## src/rtl/obi_mem_arbiter.sv

```systemverilog
// obi_mem_arbiter
//   Two-to-one OBI arbiter sharing one single-ported memory between the
//   core's instruction port (requester 0) and data port (requester 1).
//   The address phase is muxed combinationally; an in-order ID FIFO steers
//   each response back to the requester that issued the transaction.
//
// Build option:
//   OBI_ARB_ROUND_ROBIN_EN  defined   -> a tie goes to the requester opposite
//                                        the last granted one
//                           undefined -> fixed priority, requester 1 wins ties
//
// Ports:
//   clk_i, rst_ni          clock, async active-low reset
//   mX_req_i / mX_gnt_o    requester X address-phase handshake
//   mX_addr_i/we/be/wdata  requester X address-phase fields
//   mX_rvalid_o/rdata_o    requester X response (rdata is s_rdata_i as-is)
//   s_*                    subordinate (memory) side of the bus
//   err_o                  sticky: response arrived with no transaction pending

module obi_mem_arbiter #(
    parameter int MAX_OUTSTANDING = 2
) (
    input  logic        clk_i,
    input  logic        rst_ni,

    input  logic        m0_req_i,
    output logic        m0_gnt_o,
    input  logic [31:0] m0_addr_i,
    input  logic        m0_we_i,
    input  logic [3:0]  m0_be_i,
    input  logic [31:0] m0_wdata_i,
    output logic        m0_rvalid_o,
    output logic [31:0] m0_rdata_o,

    input  logic        m1_req_i,
    output logic        m1_gnt_o,
    input  logic [31:0] m1_addr_i,
    input  logic        m1_we_i,
    input  logic [3:0]  m1_be_i,
    input  logic [31:0] m1_wdata_i,
    output logic        m1_rvalid_o,
    output logic [31:0] m1_rdata_o,

    output logic        s_req_o,
    input  logic        s_gnt_i,
    output logic [31:0] s_addr_o,
    output logic        s_we_o,
    output logic [3:0]  s_be_o,
    output logic [31:0] s_wdata_o,
    input  logic        s_rvalid_i,
    input  logic [31:0] s_rdata_i,

    output logic        err_o
);

    localparam int CW = $clog2(MAX_OUTSTANDING + 1);
    localparam int PW = (MAX_OUTSTANDING > 1) ? $clog2(MAX_OUTSTANDING) : 1;
    localparam logic [CW-1:0] FULL_CNT = CW'(MAX_OUTSTANDING);
    localparam logic [PW-1:0] PTR_LAST = PW'(MAX_OUTSTANDING - 1);

    logic                       r_lock;
    logic                       r_lock_id;
    logic [MAX_OUTSTANDING-1:0] r_fifo;
    logic [PW-1:0]              r_rd_ptr;
    logic [PW-1:0]              r_wr_ptr;
    logic [CW-1:0]              r_count;
    logic                       r_err;

    logic w_full;
    logic w_tie_id;
    logic w_sel;
    logic w_push;
    logic w_pop;
    logic w_head;

    // ---------------------------------------------------------------
    // Tie-break policy
    // ---------------------------------------------------------------
`ifdef OBI_ARB_ROUND_ROBIN_EN
    logic r_last_id;

    // Reset value 0 makes the first tie go to requester 1.
    assign w_tie_id = ~r_last_id;

    always_ff @(posedge clk_i or negedge rst_ni) begin
        if (!rst_ni)     r_last_id <= 1'b0;
        else if (w_push) r_last_id <= w_sel;
    end
`else
    assign w_tie_id = 1'b1;
`endif

    // ---------------------------------------------------------------
    // Selection and address phase
    // ---------------------------------------------------------------
    assign w_full = (r_count == FULL_CNT);

    // A pending ungranted request keeps the mux frozen so the address
    // phase seen by the memory stays stable until it is accepted.
    always_comb begin
        w_sel = w_tie_id;
        if (r_lock)                  w_sel = r_lock_id;
        else if (m0_req_i ^ m1_req_i) w_sel = m1_req_i;
    end

    // Full gates the request even when a pop happens this cycle; the slot
    // freed by the pop is only usable from the next cycle on.
    assign s_req_o   = (m0_req_i | m1_req_i) & ~w_full;
    assign s_addr_o  = w_sel ? m1_addr_i  : m0_addr_i;
    assign s_we_o    = w_sel ? m1_we_i    : m0_we_i;
    assign s_be_o    = w_sel ? m1_be_i    : m0_be_i;
    assign s_wdata_o = w_sel ? m1_wdata_i : m0_wdata_i;

    assign w_push   = s_req_o & s_gnt_i;
    assign m0_gnt_o = w_push & ~w_sel;
    assign m1_gnt_o = w_push &  w_sel;

    // ---------------------------------------------------------------
    // Response routing
    // ---------------------------------------------------------------
    assign w_head      = r_fifo[r_rd_ptr];
    assign w_pop       = s_rvalid_i & (r_count != '0);
    assign m0_rvalid_o = w_pop & ~w_head;
    assign m1_rvalid_o = w_pop &  w_head;
    assign m0_rdata_o  = s_rdata_i;
    assign m1_rdata_o  = s_rdata_i;
    assign err_o       = r_err;

    // ---------------------------------------------------------------
    // State
    // ---------------------------------------------------------------
    always_ff @(posedge clk_i or negedge rst_ni) begin
        if (!rst_ni) begin
            r_lock    <= 1'b0;
            r_lock_id <= 1'b0;
        end else if (s_req_o & ~s_gnt_i) begin
            r_lock    <= 1'b1;
            r_lock_id <= w_sel;
        end else if (w_push) begin
            r_lock    <= 1'b0;
        end
    end

    always_ff @(posedge clk_i or negedge rst_ni) begin
        if (!rst_ni) begin
            r_fifo   <= '0;
            r_wr_ptr <= '0;
            r_rd_ptr <= '0;
            r_count  <= '0;
        end else begin
            if (w_push) begin
                r_fifo[r_wr_ptr] <= w_sel;
                r_wr_ptr         <= (r_wr_ptr == PTR_LAST) ? '0 : r_wr_ptr + PW'(1);
            end
            if (w_pop) begin
                r_rd_ptr <= (r_rd_ptr == PTR_LAST) ? '0 : r_rd_ptr + PW'(1);
            end
            unique case ({w_push, w_pop})
                2'b10:   r_count <= r_count + CW'(1);
                2'b01:   r_count <= r_count - CW'(1);
                default: r_count <= r_count;
            endcase
        end
    end

    always_ff @(posedge clk_i or negedge rst_ni) begin
        if (!rst_ni)                          r_err <= 1'b0;
        else if (s_rvalid_i & (r_count == '0)) r_err <= 1'b1;
    end

endmodule

```

## config.mk

```make
export PLATFORM = sky130hd
export DESIGN_NAME = obi_mem_arbiter
export DESIGN_NICKNAME = d
export VERILOG_FILES = /design/src/rtl/obi_mem_arbiter.sv
export SDC_FILE = /design/constraint.sdc
export NUM_CORES = 1
export LEC_CHECK = 0
export ABC_AREA = 1
export CAP_MARGIN = 20
export CORE_AREA = 2 2 121 123
export CTS_BUF_LIST = sky130_fd_sc_hd__clkbuf_4 sky130_fd_sc_hd__clkbuf_8 sky130_fd_sc_hd__clkbuf_16
export DETAILED_ROUTE_END_ITERATION = 8
export DIE_AREA = 0 0 123 125
export PLACE_DENSITY = 0.59
export SLEW_MARGIN = 10
export SYNTH_ARGS = -nofsm -noshare
export SYNTH_HDL_FRONTEND = slang
export SYNTH_SLANG_ARGS = --single-unit
```

## constraint.sdc

```tcl
create_clock -name clk_i -period 1.85 [get_ports clk_i]
set_input_delay 0.37 -clock clk_i [delete_from_list [all_inputs] [get_ports clk_i]]
set_output_delay 0.37 -clock clk_i [all_outputs]
set_load 0.02 [all_outputs]
```

==> results.yml, run 1 <==
placed_design:
  dpl.hpwl_um: 6690
  gp_congestion: 0.697
  dpl-instance-area_um2: 3870
  io_buffers: 218
  placedCellCount: 687
clock_network:
  cts_sinks: 9
  clk_path_buf_depth: 2
  cts.clk_slew.worst_paths_ps: 40
  ctsHtreeMaxLevel: 1
  numCtsBuffers: 3
  clk_latency_ps: 230
  cts_tree: "built"
  cts_root_buf: "clkbuf_16"
cells_and_area:
  areaGrowthSynthToFinish_pct: 187
  fill_cells: 1421
  drive_above_1_share_pct: 53.7
  n_antenna_cell: 0
  instances_no_fill: 728
  fin_nets: 722
  final_cell_area_um2: 5410
grt:
  grt_pass1_vias: 2931
  track_usage_pct: 12.3
  grt_max_degree: 11
  overflow: 0
  antenna_found_initial: 0
  grt_pass1_wl_um: 14800
synthesis:
  yosysTopAreaCell: "nand2_1"
  synth_edf_count: 0
  ys_types: 22
  syn-num-nets: 520
  synthCells: 343
  synth_ff_type: "dfrtp_1"
  synthArstFlopShare_pct: 100
  ys_warn_count: 0
  avgSynthCellArea_um2: 5.50
  synthTopCellsByCount: "nand2_1 (221), buf_4 (67), buf_6 (11), dfrtp_1 (9), inv_1 (9)"
  synth_area_um2: 1890
  synth_top_area_share_pct: 44.0
  netlist_top_cells_area: "nand2_1 (44%), buf_4 (27%), dfrtp_1 (12%), buf_6 (6.6%), inv_1 (1.8%)"
  synth.most_common_cell: "nand2_1"
  ys_seq_elements: 9
  yosysSeqAreaShare_pct: 11.9
sta:
  max_freq_mhz: 485
  slew_headroom_pct: 72.3
  clock_skew_ps: 0.401
  rsz0062_at_grt: "yes"
  worst_pin_slew_ps: 415
  fin_crit_sh_pct: 111
  finalHoldViolCount: 0
  setup_viol: 69
  slew_violations: 0
  worst_slack_ps: -211
  min_period_ps: 2060
flow_run:
  cap_violations: 0
detailed_routing:
  firstDrtPassIters: 4
  drc: 0
  wl_per_cell_um: 14.0
  routed-via-count: 2821
  drt-total-wl_um: 10200
  vias_per_cell: 3.88
  drtAntennaViolNets: 0
  drt-initial-drc-count: 40
setup_path:
  critPathMaxStageDelay_ps: 370
  cp-end-kind: "output port"
  critPathTopFamily: "buffers and inverters"
  cp.arrival_ps: 1690
  critical_path_class: "reg -> out"
  crit_path_max_fanout: 5
  critPathBufInv: 5
  required_ps: 1480
  start_kind: "register"
  cp_slowest_cell: "dfrtp_1"
  path_cells: "or2_4, nand2_8, buf_12, buf_12, buf_16, buf_6, nand2_4, nand2_2, buf_6"
floorplan:
  die_w_um: 123
  start_util_pct: 13.3
  num_rows: 44
  io-pin-count: 315
  dieHeight_um: 125
  core-area_um2: 14200
  dieArea_um2: 15400
pwr:
  power.density_nw_per_um2: 1570
  leakagePower_nw: 2.65
  irDropWorstVdd_uv: 847
  total_power_mw: 8.49
min_path:
  hold_path_class: "in -> async"
outcome:
  violations: "setup timing"
  status: "complete, but fails checks"
==> routing by layer <==
| metal | share of wire (%) | vias to the layer above | global-route usage [%] | wire (um) |
|---|---|---|---|---|
| li1 | - | 1364 | - | - |
| met1 | 36 | 1220 | 13.1 | 3680 |
| met2 | 49 | 202 | 22.7 | 5030 |
| met3 | 12 | 33 | 4.11 | 1230 |
| met4 | 2.4 | 2 | 3.41 | 245 |
| met5 | 0.29 | - | 1.64 | 30 |
==> where the power goes <==
group	leakage [nW]	switching (mW)	internal [mW]	total (mW)
clock	0.0416	0.0893	0.302	0.391
combinational	2.50	3.70	4.05	7.75
sequential	0.104	0.0604	0.291	0.351
total	2.65	3.85	4.64	8.49
==> sequential cells by signal, indices dropped and copies added (netlist names) <==
| register | cells |
|---|---|
| err_o | 1 |
| r_count | 2 |
| r_fifo | 2 |
| r_lock | 1 |
| r_lock_id | 1 |
| r_rd_ptr | 1 |
| r_wr_ptr | 1 |
==> layout by cell type, fill, tap and decap left out, types with 4 or more instances in the layout <==
cell type,instances
dfrtp_1,9
clkdlybuf4s50_1,141
clkbuf_16,4
o21ai_0,4
nand2_2,92
buf_6,83
buf_12,15
nand2_4,57
inv_1,8
nor2_1,5
nand2_1,72
buf_4,15
buf_16,7
buf_8,5
==> metrics by stage <==
| stage | setup TNS [ps] | util, % | hold WS [ps] | worst slack [ps] |
|---|---|---|---|---|
| after global placement | -45240 | 27.3 | 455 | -680 |
| after floorplan | 0 | - | 74.4 | 291 |
| after detailed placement | -45570 | 27.3 | 455 | -698 |
| after global routing | -12110 | 38.1 | 472 | -289 |
| final | -7250 | 38.1 | 441 | -211 |
| after CTS | -8570 | 35.6 | 458 | -256 |
==> worst reg2reg max path, delay by kind of cell, from the launching register on <==
family | cells | cell delay (ps)
xor+xnor | 1 | 140
flops | 1 | 380
simple gates | 1 | 80
compound gates | 2 | 450
buf+inv | 2 | 230
fa+ha+maj | 1 | 310
==> kinds of logic after synthesis <==
kind of cell / synth area share, %
AND/OR/NAND/NOR: 48.5
adder cells (fa/ha/maj): 0.663
buffers and inverters: 35.7
XOR/XNOR: 1.39
flip-flops: 11.9
AO/OA/AOI/OAI: 1.79
==> final cells by class <==
| class | count | area, um2 | area share [%] |
|---|---|---|---|
| repair buffers | 273 | 3110 | 57.5 |
| inverters | 11 | 53.8 | 0.995 |
| flip-flops and latches | 9 | 225 | 4.16 |
| repair inverters | 1 | 16.3 | 0.301 |
| well taps | 184 | 230 | 4.26 |
| clock buffers | 4 | 82.6 | 1.53 |
| multi-input cells | 246 | 1690 | 31.3 |
==> what timing repair did <==
item                                    CTS  global route
cloned                                   12             1
buffers inserted                         27             6
endpoints found under the setup margin   74            75
hold buffers                              0             0
hold endpoints to repair                  0             0
pin swaps                                43            36
resized for setup                       559           125
==> final timing paths <==
path / slack, ps / depth (start not counted) / from / to
max: -210 / 9 / r_lock_id / s_addr_o[18]
min: 440 / 1 / rst_ni / r_count[1]
max reg2reg: 150 / 7 / r_count[1] / r_count[1]
min reg2reg: 460 / 1 / err_o / err_o
max in group asynchronous: 1120 / 1 / rst_ni / r_rd_ptr
min in group clk_i: 460 / 1 / err_o / err_o
Note: power is estimated with default switching activity, not from simulation.
==> inputs of run 2 (changes only) <==
--- a/config.mk
+++ b/config.mk
@@ -6,12 +6,13 @@
 export NUM_CORES = 1
 export LEC_CHECK = 0
 export ABC_AREA = 1
-export CAP_MARGIN = 20
+export CAP_MARGIN = 40
 export CORE_AREA = 2 2 121 123
 export CTS_BUF_LIST = sky130_fd_sc_hd__clkbuf_4 sky130_fd_sc_hd__clkbuf_8 sky130_fd_sc_hd__clkbuf_16
 export DETAILED_ROUTE_END_ITERATION = 8
 export DIE_AREA = 0 0 123 125
 export PLACE_DENSITY = 0.59
+export SETUP_SLACK_MARGIN = 0.15
 export SLEW_MARGIN = 10
 export SYNTH_ARGS = -nofsm -noshare
 export SYNTH_HDL_FRONTEND = slang
==> results.yml, run 2 (synthesized netlist as in run 1, its figures left out) <==
cells_and_area:
  instances_no_fill: 738
  reg.largest.list: "r_count (2), r_fifo (2)"
  final_cell_area_um2: 5600
  post-route-util_pct: 39.4
  fin_nets: 732
  areaGrowthSynthToFinish_pct: 197
  drive_above_1_share_pct: 56.7
  regArea_um2: 225
  fill_cells: 1413
  final_cell_mix: "clkdlybuf4s50_1 (141), nand2_2 (98), buf_6 (92)"
  layout_commonest_cell: "clkdlybuf4s50_1"
  multi_input_area_um2: 1730
  n_antenna_cell: 0
setup_path:
  critPathMaxStageDelay_ps: 370
  required_ps: 1480
  cp-end-kind: "output port"
  cp.arrival_ps: 1710
  path_cells: "or2_4, buf_4, nand2_4, buf_12, buf_16, buf_4, nand2_4, nand2_2, buf_6"
  start_kind: "register"
  cp_slowest_cell: "dfrtp_1"
  r2r-end: "r_count[1]"
  critical_path_class: "reg -> out"
  r2r_slack_ps: 260
  worstReg2RegStart: "r_count[0]"
  startpoint: "r_lock_id"
  critPathTopFamily: "buffers and inverters"
  reg2reg_depth: 8
  critPathBufInv: 5
  crit_path_max_fanout: 7
sta:
  min_period_ps: 2080
  holdWs_ps: 438
  fin_crit_sh_pct: 112
  slew_violations: 0
  worst_slack_ps: -231
  finalHoldViolCount: 0
  rsz0062_at_grt: "yes"
  clock_skew_ps: 0.367
  max_freq_mhz: 481
  slew_headroom_pct: 72.6
  setup_viol: 71
  worst_pin_slew_ps: 409
detailed_routing:
  drc: 0
  drtAntennaViolNets: 0
  drt-initial-drc-count: 42
  firstDrtPassIters: 4
  vias_per_cell: 3.91
  wl_per_cell_um: 14.2
  drt-total-wl_um: 10500
  routed-via-count: 2883
floorplan:
  start_util_pct: 13.3
  num_rows: 44
  dieArea_um2: 15400
  die_w_um: 123
  core-area_um2: 14200
  dieHeight_um: 125
  io-pin-count: 315
flow_run:
  cap_violations: 0
grt:
  grt_pass1_wl_um: 15000
  antenna_found_initial: 0
  grt_pass1_vias: 2979
  grt_max_degree: 11
  overflow: 0
  track_usage_pct: 12.5
placed_design:
  io_buffers: 218
  dpl.hpwl_um: 6690
  placedCellCount: 687
  dpl-instance-area_um2: 3870
  gp_congestion: 0.697
clock_network:
  cts_sinks: 9
  clk_path_buf_depth: 2
  cts_tree: "built"
  numCtsBuffers: 3
  cts.clk_slew.worst_paths_ps: 40
  cts_root_buf: "clkbuf_16"
  clk_latency_ps: 230
  ctsHtreeMaxLevel: 1
pwr:
  power.density_nw_per_um2: 1600
  leakagePower_nw: 2.73
  total_power_mw: 8.97
  irDropWorstVdd_uv: 944
outcome:
  violations: "setup timing"
  status: "complete, but fails checks"
min_path:
  hold_path_class: "in -> async"
-- run 2: changes by cell type in the layout (fill, tap and decap cells not counted), moves of 2 or more --
| cell | change |
|---|---|
| buf_8 | +3 |
| nand2_2 | +6 |
| buf_2 | +3 |
| buf_6 | +9 |
| buf_16 | +3 |
| nand2_1 | -8 |
| nand2_4 | +3 |
| buf_4 | -3 |
| buf_12 | -2 |
| clkdlybuf4s15_1 | -2 |
-- run 2: layout make-up --
type / instances / area share, %
multi-input cells: 246 / 30.9
repair buffers: 283 / 58.2
flip-flops and latches: 9 / 4.02
clock buffers: 4 / 1.48
repair inverters: 1 / 0.291
inverters: 11 / 0.961
well taps: 184 / 4.11
-- run 2: how the worst max path moves through the flow --
stage	to	slack [ps]	cells past startpoint
floorplan	r_count[1]	290	6
global placement	s_addr_o[4]	-680	7
detailed placement	s_addr_o[4]	-700	7
CTS	s_addr_o[18]	-260	10
global route	s_be_o[0]	-310	10
finish	s_wdata_o[16]	-230	9
-- run 2: power by group --
group          internal, mW  total [mW]  switching (mW)
Sequential            0.291       0.363          0.0720
Combinational          4.39        8.22            3.83
Clock                 0.302       0.392          0.0897
Total                  4.98        8.97            3.99
-- run 2: metrics by stage --
step	setup slack (ps)	TNS, ps
after floorplan	291	0
after global placement	-680	-45240
after detailed placement	-698	-45570
after CTS	-256	-8630
after global routing	-309	-14760
final	-231	-9530
-- run 2: repair_timing --
action	in CTS	in global routing
gates resized for setup	581	125
setup endpoints to repair	75	73
setup buffers	28	6
cloned	12	1
hold buffers	0	0
pin swaps	44	35
-- run 2: routing by layer --
metal | track usage [%] | wire [um] | vias to the layer above
met3 | 4.06 | 1240 | 33
met1 | 13.3 | 3810 | 1252
met5 | 1.64 | 30 | -
met4 | 3.41 | 245 | 2
met2 | 23.3 | 5180 | 206
li1 | - | - | 1390
==> inputs of run 3 (changes only) <==
--- a/config.mk
+++ b/config.mk
@@ -12,7 +12,6 @@
 export DETAILED_ROUTE_END_ITERATION = 8
 export DIE_AREA = 0 0 123 125
 export PLACE_DENSITY = 0.59
-export SETUP_SLACK_MARGIN = 0.15
 export SLEW_MARGIN = 10
 export SYNTH_ARGS = -nofsm -noshare
 export SYNTH_HDL_FRONTEND = slang
==> results of run 3 <==
No change in the layout: final DEF, timing and power equal those of run 1.
